===== src/rtl/cpu_types_pkg.sv =====
// ============================================================================
// cpu_types_pkg : shared CPU types (register fields, hazard controller state)
// Revision: 1.0
// ============================================================================
`default_nettype none

package cpu_types_pkg;

    typedef logic [4:0] regbits_t;

    typedef enum logic [1:0] {
        RUN     = 2'd0,
        MEMWAIT = 2'd1,
        DRAIN   = 2'd2,
        HALTED  = 2'd3
    } hazard_state_t;

endpackage

`default_nettype wire


===== src/rtl/pipeline_hazard_ctrl_hazard_detect.sv =====
// ============================================================================
// hazard_detect : load-use compare between ID/EX load target and IF/ID sources
// Revision: 1.0
// ============================================================================
`default_nettype none

module hazard_detect
    import cpu_types_pkg::*;
(
    input  logic     i_idex_memread,
    input  regbits_t i_idex_rt,
    input  regbits_t i_ifid_rs,
    input  regbits_t i_ifid_rt,
    output logic     o_load_use
);

    // $zero is never a real dependency, so a load into r0 never stalls
    assign o_load_use = i_idex_memread && (i_idex_rt != 5'd0) &&
                        ((i_idex_rt == i_ifid_rs) || (i_idex_rt == i_ifid_rt));

endmodule

`default_nettype wire


===== src/rtl/pipeline_hazard_ctrl.sv =====
// ============================================================================
// pipeline_hazard_ctrl : PC/stage enable and flush sequencing for 5-stage MIPS
// Revision: 1.0
// ============================================================================
`default_nettype none

module pipeline_hazard_ctrl
    import cpu_types_pkg::*;
#(
    parameter int DRAIN_CYCLES = 2,
    parameter int CNT_W        = 16
)(
    input  logic             CLK,
    input  logic             nRST,
    input  logic             ihit,
    input  logic             dhit,
    input  logic             exmem_dren,
    input  logic             exmem_dwen,
    input  logic             idex_memread,
    input  regbits_t         idex_rt,
    input  regbits_t         ifid_rs,
    input  regbits_t         ifid_rt,
    input  logic             ex_redirect,
    input  logic             ex_halt,
    output logic             pc_en,
    output logic             ifid_en,
    output logic             idex_en,
    output logic             exmem_en,
    output logic             memwb_en,
    output logic             ifid_flush,
    output logic             idex_flush,
    output logic             exmem_flush,
    output logic             halt,
    output logic [CNT_W-1:0] stall_cnt
);

    localparam int            c_DRN_W     = (DRAIN_CYCLES < 2) ? 1 : $clog2(DRAIN_CYCLES + 1);
    localparam logic [c_DRN_W-1:0] c_DRN_INIT = c_DRN_W'(DRAIN_CYCLES);
    localparam logic [c_DRN_W-1:0] c_DRN_ONE  = c_DRN_W'(1);

    hazard_state_t       r_state;
    hazard_state_t       w_next_state;
    logic [c_DRN_W-1:0]  r_drain_cnt;
    logic [CNT_W-1:0]    r_stall_cnt;
    logic                w_load_use;
    logic                w_dfreeze;
    logic                w_drain_load;
    logic                w_drain_dec;

    logic w_pc_en, w_ifid_en, w_idex_en, w_exmem_en, w_memwb_en;
    logic w_ifid_flush, w_idex_flush;

    hazard_detect u_hazard_detect (
        .i_idex_memread (idex_memread),
        .i_idex_rt      (idex_rt),
        .i_ifid_rs      (ifid_rs),
        .i_ifid_rt      (ifid_rt),
        .o_load_use     (w_load_use)
    );

    // Data side owns the shared memory port: an outstanding data access freezes everything
    assign w_dfreeze = (exmem_dren || exmem_dwen) && !dhit;

    always_ff @(posedge CLK or negedge nRST) begin
        if (!nRST) begin
            r_state     <= RUN;
            r_drain_cnt <= '0;
            r_stall_cnt <= '0;
        end else begin
            r_state <= w_next_state;
            if (w_drain_load)
                r_drain_cnt <= c_DRN_INIT;
            else if (w_drain_dec)
                r_drain_cnt <= r_drain_cnt - c_DRN_ONE;
            if ((r_state != HALTED) && !w_pc_en && (r_stall_cnt != {CNT_W{1'b1}}))
                r_stall_cnt <= r_stall_cnt + 1'b1;
        end
    end

    always_comb begin
        w_next_state = r_state;
        w_drain_load = 1'b0;
        w_drain_dec  = 1'b0;
        case (r_state)
            RUN, MEMWAIT: begin
                if (w_dfreeze) begin
                    w_next_state = MEMWAIT;
                end else if (ex_halt) begin
                    w_next_state = DRAIN;
                    w_drain_load = 1'b1;
                end else begin
                    w_next_state = RUN;
                end
            end
            DRAIN: begin
                if (!w_dfreeze) begin
                    w_drain_dec = (r_drain_cnt != '0);
                    if (r_drain_cnt <= c_DRN_ONE)
                        w_next_state = HALTED;
                end
            end
            default: w_next_state = HALTED;
        endcase
    end

    always_comb begin
        w_pc_en      = 1'b0;
        w_ifid_en    = 1'b0;
        w_idex_en    = 1'b0;
        w_exmem_en   = 1'b0;
        w_memwb_en   = 1'b0;
        w_ifid_flush = 1'b0;
        w_idex_flush = 1'b0;
        case (r_state)
            RUN, MEMWAIT: begin
                if (!w_dfreeze) begin
                    w_exmem_en = 1'b1;
                    w_memwb_en = 1'b1;
                    if (ex_halt || ex_redirect) begin
                        // Redirect refetches from the resolved target even on a fetch miss
                        w_pc_en      = ex_redirect && !ex_halt;
                        w_ifid_en    = 1'b1;
                        w_idex_en    = 1'b1;
                        w_ifid_flush = 1'b1;
                        w_idex_flush = 1'b1;
                    end else if (w_load_use) begin
                        w_idex_en    = 1'b1;
                        w_idex_flush = 1'b1;
                    end else if (!ihit) begin
                        w_ifid_en    = 1'b1;
                        w_ifid_flush = 1'b1;
                        w_idex_en    = 1'b1;
                    end else begin
                        w_pc_en   = 1'b1;
                        w_ifid_en = 1'b1;
                        w_idex_en = 1'b1;
                    end
                end
            end
            DRAIN: begin
                if (!w_dfreeze) begin
                    w_ifid_en    = 1'b1;
                    w_idex_en    = 1'b1;
                    w_exmem_en   = 1'b1;
                    w_memwb_en   = 1'b1;
                    w_ifid_flush = 1'b1;
                    w_idex_flush = 1'b1;
                end
            end
            default: ;
        endcase
    end

    assign pc_en       = w_pc_en;
    assign ifid_en     = w_ifid_en;
    assign idex_en     = w_idex_en;
    assign exmem_en    = w_exmem_en;
    assign memwb_en    = w_memwb_en;
    assign ifid_flush  = w_ifid_flush;
    assign idex_flush  = w_idex_flush;
    assign exmem_flush = 1'b0;
    assign halt        = (r_state == HALTED);
    assign stall_cnt   = r_stall_cnt;

endmodule

`default_nettype wire


===== config.mk =====
export PLATFORM = sky130hd
export DESIGN_NAME = pipeline_hazard_ctrl
export DESIGN_NICKNAME = d
export VERILOG_FILES = /design/src/rtl/cpu_types_pkg.sv /design/src/rtl/pipeline_hazard_ctrl_hazard_detect.sv /design/src/rtl/pipeline_hazard_ctrl.sv
export SDC_FILE = /design/constraint.sdc
export NUM_CORES = 1
export LEC_CHECK = 0
export CORE_ASPECT_RATIO = 1.2
export CORE_MARGIN = 5
export CORE_UTILIZATION = 47
export DETAILED_ROUTE_END_ITERATION = 6
export GPL_ROUTABILITY_DRIVEN = 0
export HOLD_SLACK_MARGIN = 0.06
export PLACE_DENSITY = 0.82
export SLEW_MARGIN = 20
export SYNTH_ARGS = -nofsm -noshare
export SYNTH_HDL_FRONTEND = slang
export SYNTH_SLANG_ARGS = --single-unit

===== constraint.sdc =====
create_clock -name CLK -period 3.27 [get_ports CLK]
set_clock_uncertainty 0.05 [all_clocks]
set_input_delay 0.8175 -clock CLK [delete_from_list [all_inputs] [get_ports CLK]]
set_output_delay 0.8175 -clock CLK [all_outputs]
set_load 0.005 [all_outputs]

* Word-level counts from Yosys, hierarchy flattened
Cells that the tools add are included.
** Storage, ports and cells
- Bits in read-only memories :: 0
- Bits in registers :: 20
- Memories kept :: 0
- Bits in latches :: 0
- Word-level logic and storage cells :: 66
- Output and inout bits :: 25
- RAM bits :: 0
** Operators by class
- Multiplexer cells :: 32
- Shift operators :: 0
- Divide/modulo/power cells :: 0
- Add/subtract/negate cells :: 2
- Multiply operators :: 0
- Reduce and logical (&&, ||, !) cells :: 19
- Magnitude comparators :: 1
- Equal/unequal tests :: 9
- Bitwise logic cells :: 0
** Operator list (count)
- two-way mux 1 bit :: 22
- adder 16 x 1 -> 16 bit, second input constant :: 1
- inequality test 16 bit, second input constant :: 1
- two-way mux 2 bit :: 6
- == test 5 bit :: 2
- logical AND 1 bit :: 6
- inequality test 2 bit, second input constant :: 3
- case mux 1 bit (2 select lines) :: 3
- nonzero test 5 bit :: 1
- == test 2 bit, second input constant :: 2
- case mux 2 bit (2 select lines) :: 1
- nonzero test 2 bit :: 2
- zero test 1 bit :: 3
- logical OR 1 bit :: 3
- OR reduction 3 bit :: 1
- == test 2 x 1 -> 1 bit, second input constant :: 1
- <= comparator 2 x 1 -> 1 bit, second input constant :: 1
- zero test 2 bit :: 1
- AND reduction 2 bit :: 1
- OR reduction 2 bit :: 1
- subtractor 2 x 1 -> 2 bit, second input constant :: 1

* Longest topological paths before layout
- Word-level depth :: 10
- Mapped depth :: 8

* Cells and area by module
Synthesis repeated with hierarchy kept, for this count alone.
** Second synthesis, totals
- Cell total of the unflattened synthesis :: 133
- Area, all modules :: 1332.5 um^2
** Modules (own cells, without submodules)
- pipeline_hazard_ctrl :: area each 1207.4 um^2, cells an instance 116, times used 1, seq. area each 500.5 um^2
- hazard_detect :: area each 125.1 um^2, cells an instance 17, times used 1, seq. area each 0.0 um^2

* Worst setup path before layout
OpenSTA, ideal clock, no wires.
- Path type :: input port to output port
- Start point :: input idex_rt[0]
- End point :: output ifid_flush
- Stages on the path :: 5
- Data required time :: 2403 ps
- Setup slack :: 545 ps
- Data arrival time :: 1857 ps
- Path through :: or4_1 > o21ai_1 > nor2_1 > o21a_1 > nor2_1
** On the way
- Word-level cells in the longest chain between the ends :: 7
** Ends and longest elaborated chain
- start, declared :: RTL line pipeline_hazard_ctrl.sv:20 : input regbits_t idex_rt,
- == test 5 bit or nonzero test 5 bit (tied branches) :: RTL line pipeline_hazard_ctrl_hazard_detect.sv:19, pipeline_hazard_ctrl_hazard_detect.sv:18
- logical OR 1 bit or logical AND 1 bit (tied branches) :: RTL line pipeline_hazard_ctrl_hazard_detect.sv:19, pipeline_hazard_ctrl_hazard_detect.sv:18
- logical AND 1 bit (*) :: RTL line pipeline_hazard_ctrl_hazard_detect.sv:18 : assign o_load_use = i_idex_memread && (i_idex_rt != 5'd0) &&
- two-way mux 1 bit (*) :: RTL line pipeline_hazard_ctrl.sv:126 : end else if (w_load_use) begin
- two-way mux 1 bit (*) :: RTL line pipeline_hazard_ctrl.sv:119 : if (ex_halt || ex_redirect) begin
- two-way mux 1 bit (*) :: RTL line pipeline_hazard_ctrl.sv:116 : if (!w_dfreeze) begin
- case mux 1 bit (2 select lines) (*) :: RTL line pipeline_hazard_ctrl.sv:114 : case (r_state)
- end, declared :: RTL line pipeline_hazard_ctrl.sv:30 : output logic ifid_flush,
Mark *: on every way between the ends. The rest lies on a longest branch, timed or not.

* Worst setup path in the final report
Same ends and word-level chain as after synthesis.

==> flow_metrics.env <==
export IMPL_p_seq_frac=0.452
export IMPL_synth_top_area_frac=0.3817
export IMPL_drtIter0Drc=22
export IMPL_final_layout_size_suffix_gt1_frac=0.2053
export IMPL_insertion_delay_ps=310
export IMPL_pwr_share_clk=0.153
export IMPL_hp_class="register to register"
export IMPL_crit_required_ps=2400
export IMPL_switching_power_mw=0.3223
export IMPL_wl_per_cell_microns=14.97
export IMPL_ys_types=34
export IMPL_final_core_util=0.7033
export IMPL_nNetsFinal=218
export IMPL_worstMarginPinSlew_ps=852.3
export IMPL_drt_total_wl_microns=3353
export IMPL_cts_hold_buffers=0
export IMPL_synth_edf_count=0
export IMPL_synthFlopType="dfrtp_1"
export IMPL_timing_fmax_mhz=312.0
export IMPL_grt_pass1_vias=1316
export IMPL_synth_seq_area_share=0.3817
export IMPL_cts_buffers=3
export IMPL_rows=21
export IMPL_combPwrFrac=0.395
export IMPL_h_tree_depth=1
export IMPL_route_detailed_drc=0
export IMPL_synth_top_area_cell="dfrtp_1"
export IMPL_ys_ff_latch=20
export IMPL_synth_common_cells="xor2_1, dfrtp_1, nand2_1, nor2_1, nor3_2"
export IMPL_status="finished, final reports clean"
export IMPL_cp_start_kind="primary input"
export IMPL_synth_top_cells_by_area="dfrtp_1, xor2_1, nor3_2"
export IMPL_die_width_microns=58.22
export IMPL_finalHoldViolations=0
export IMPL_crit_fanout=3
export IMPL_grt_max_degree=21
export IMPL_worstSetupPathType="primary input to output pin"
export IMPL_hpwl_microns=2586
export IMPL_start_util=0.4799
export IMPL_rsz0062_at_grt="true"
export IMPL_overflow=0
export IMPL_coreArea_sq_mm=0.002733
export IMPL_endpoint_kind="output pin"
export IMPL_drv_slew=0
export IMPL_die_h_microns=67.86
export IMPL_p_int_mw=0.6350
export IMPL_cts_root_buf="clkbuf_4"
export IMPL_via_per_inst=5.179
export IMPL_syn_area_sq_mm=0.001311
export IMPL_vias=1160
export IMPL_min_period_ps=3205
export IMPL_cts_tree="built"
export IMPL_p_leak_nw=0.8920
export IMPL_diodes=0
export IMPL_grt_first_pass_wirelength_microns=5802
export IMPL_synth_most_common_cell="xor2_1"
export IMPL_io_buffers=47
export IMPL_io_pins=49
export IMPL_fin_ws_ps=65.31
export IMPL_ys_warn_count=0
export IMPL_synth_async_sr_flop_share=1.000
export IMPL_cts_buffer_depth=2
export IMPL_dr_pass1_iters=4
export IMPL_globalRouteTotalUtil=0.1898
export IMPL_antenna_left=0
export IMPL_syn_nets=162
export IMPL_finalCritPeriodShare=0.9800
export IMPL_whs_ps=446.6
export IMPL_tns_ps=0
export IMPL_drv_cap=0
export IMPL_p_per_area_mw_per_mm2=498.1
export IMPL_clock_sinks=20
export IMPL_avgSynthCellArea_sq_um=9.713
export IMPL_cts_reportedPaths_clkPinSlew_ps=100
export IMPL_place_ws_ps=-457.8
export IMPL_p_sw_frac=0.3367
export IMPL_vdd_drop_max_uv=508.7
export IMPL_syn_to_final_growth_pct=46.56
export IMPL_cp_data_arrival_time_ps=2340
export IMPL_syn_inst=135
export IMPL_grt_antenna_before_repair=0
export IMPL_dieArea_sq_mm=0.003950
export IMPL_final_setup_viol_count=0
export IMPL_relSlewSlack=0.4300
[through the flow]
| stage | instances | instance area, sq um | total power [mW] |
|---|---|---|---|
| detailed placement | 218 | 1842 | 0.8172 |
| finish | 224 | 1922 | 0.9573 |
| global route | 224 | 1922 | 1.036 |
| global placement | 218 | 1842 | 0.7927 |
| CTS | 224 | 1901 | 0.9696 |
| floorplan | 135 | 1311 | 0.5630 |
[layout by cell type (no fill, tap or decap), types with 2 or more instances in the layout]
cell and instances:
o21ai_0 4, buf_4 10, clkdlybuf4s15_1 2, clkbuf_4 3, nor2_1 9, clkdlybuf4s50_1 32, dfrtp_1 20, inv_1 5
nand2b_1 2, xor2_1 25, and3_1 2, dlymetal6s2s_1 6, nor3_2 10, nand2_1 9, and2_1 2, a21oi_1 3
o21a_1 2, dlygate4sd2_1 5, nand3_1 7, nand4_1 5, nor4_2 4, ha_1 3, nor3_1 2
[flip-flops by register name, summed over array words and instances, names as in the netlist]
| signal | cells |
|---|---|
| r_drain_cnt | 2 |
| r_state | 2 |
| stall_cnt | 16 |
[area by class of cell]
type / instances / area [sq um]
Multi-Input combinational cell: 104 / 779.5
Sequential cell: 20 / 500.5
Timing Repair Buffer: 57 / 544.3
Fill cell: 213 / 810.8
Clock buffer: 4 / 36.28
Tap cell: 34 / 42.54
Inverter: 5 / 18.77
[power by group through the flow]
stage          clock, mW  combinational (mW)  sequential [mW]
2_1_floorplan          0               0.136            0.427
6_report           0.146               0.379            0.433
3_5_place_dp           0               0.378            0.439
3_3_place_gp           0               0.363            0.430
4_1_cts            0.150               0.385            0.434
5_1_grt            0.164               0.418            0.454
[final timing paths]
check                               from       endpoint  slack, ps  cells after the start
setup / recovery              idex_rt[0]     ifid_flush         70                      8
hold / removal             stall_cnt[12]  stall_cnt[12]        450                      1
setup reg to reg            stall_cnt[0]   stall_cnt[1]        910                      8
hold reg to reg            stall_cnt[12]  stall_cnt[12]        450                      1
max in group asynchronous           nRST   stall_cnt[5]       1710                      1
min in group asynchronous           nRST  stall_cnt[13]        930                      1
[kinds of logic (layout without fill, tap and decap cells)]
kind of cell | Yosys count | count (layout) | synth area share
AND/OR/NAND/NOR | 60 | 60 | 0.2910
XOR/XNOR | 25 | 25 | 0.1670
flip-flops | 20 | 20 | 0.3817
AO/OA/AOI/OAI | 14 | 14 | 0.07347
buffers and inverters | 11 | 66 | 0.04675
adder cells (fa/ha/maj) | 3 | 3 | 0.02863
other | 1 | 1 | 0.002860
multiplexers | 1 | 1 | 0.008587
[per-layer routing]
metal  wire, microns  vias to the layer above  global-route usage
li1                -                      572                   -
met1            1341                      538              0.1988
met2            1666                       45              0.3658
met3             286                        5             0.04340
met4              58                        0             0.06957
met5               0                        -                   0
[critical path, cell delays in order]
cell	delay (ps)
dlygate4sd2_1	280
or4_4	510
o21ai_4	150
nor2_2	70
buf_4	140
o21a_1	160
nor2_1	90
buf_2	120
[timing repair]
action	CTS	global route
cloned	0	0
setup buffers	2	0
resized for setup	19	10
pin swaps	7	9
endpoints found under the hold margin	0	0
endpoints found under the setup margin	4	5
(Power assumes the default switching activity.)
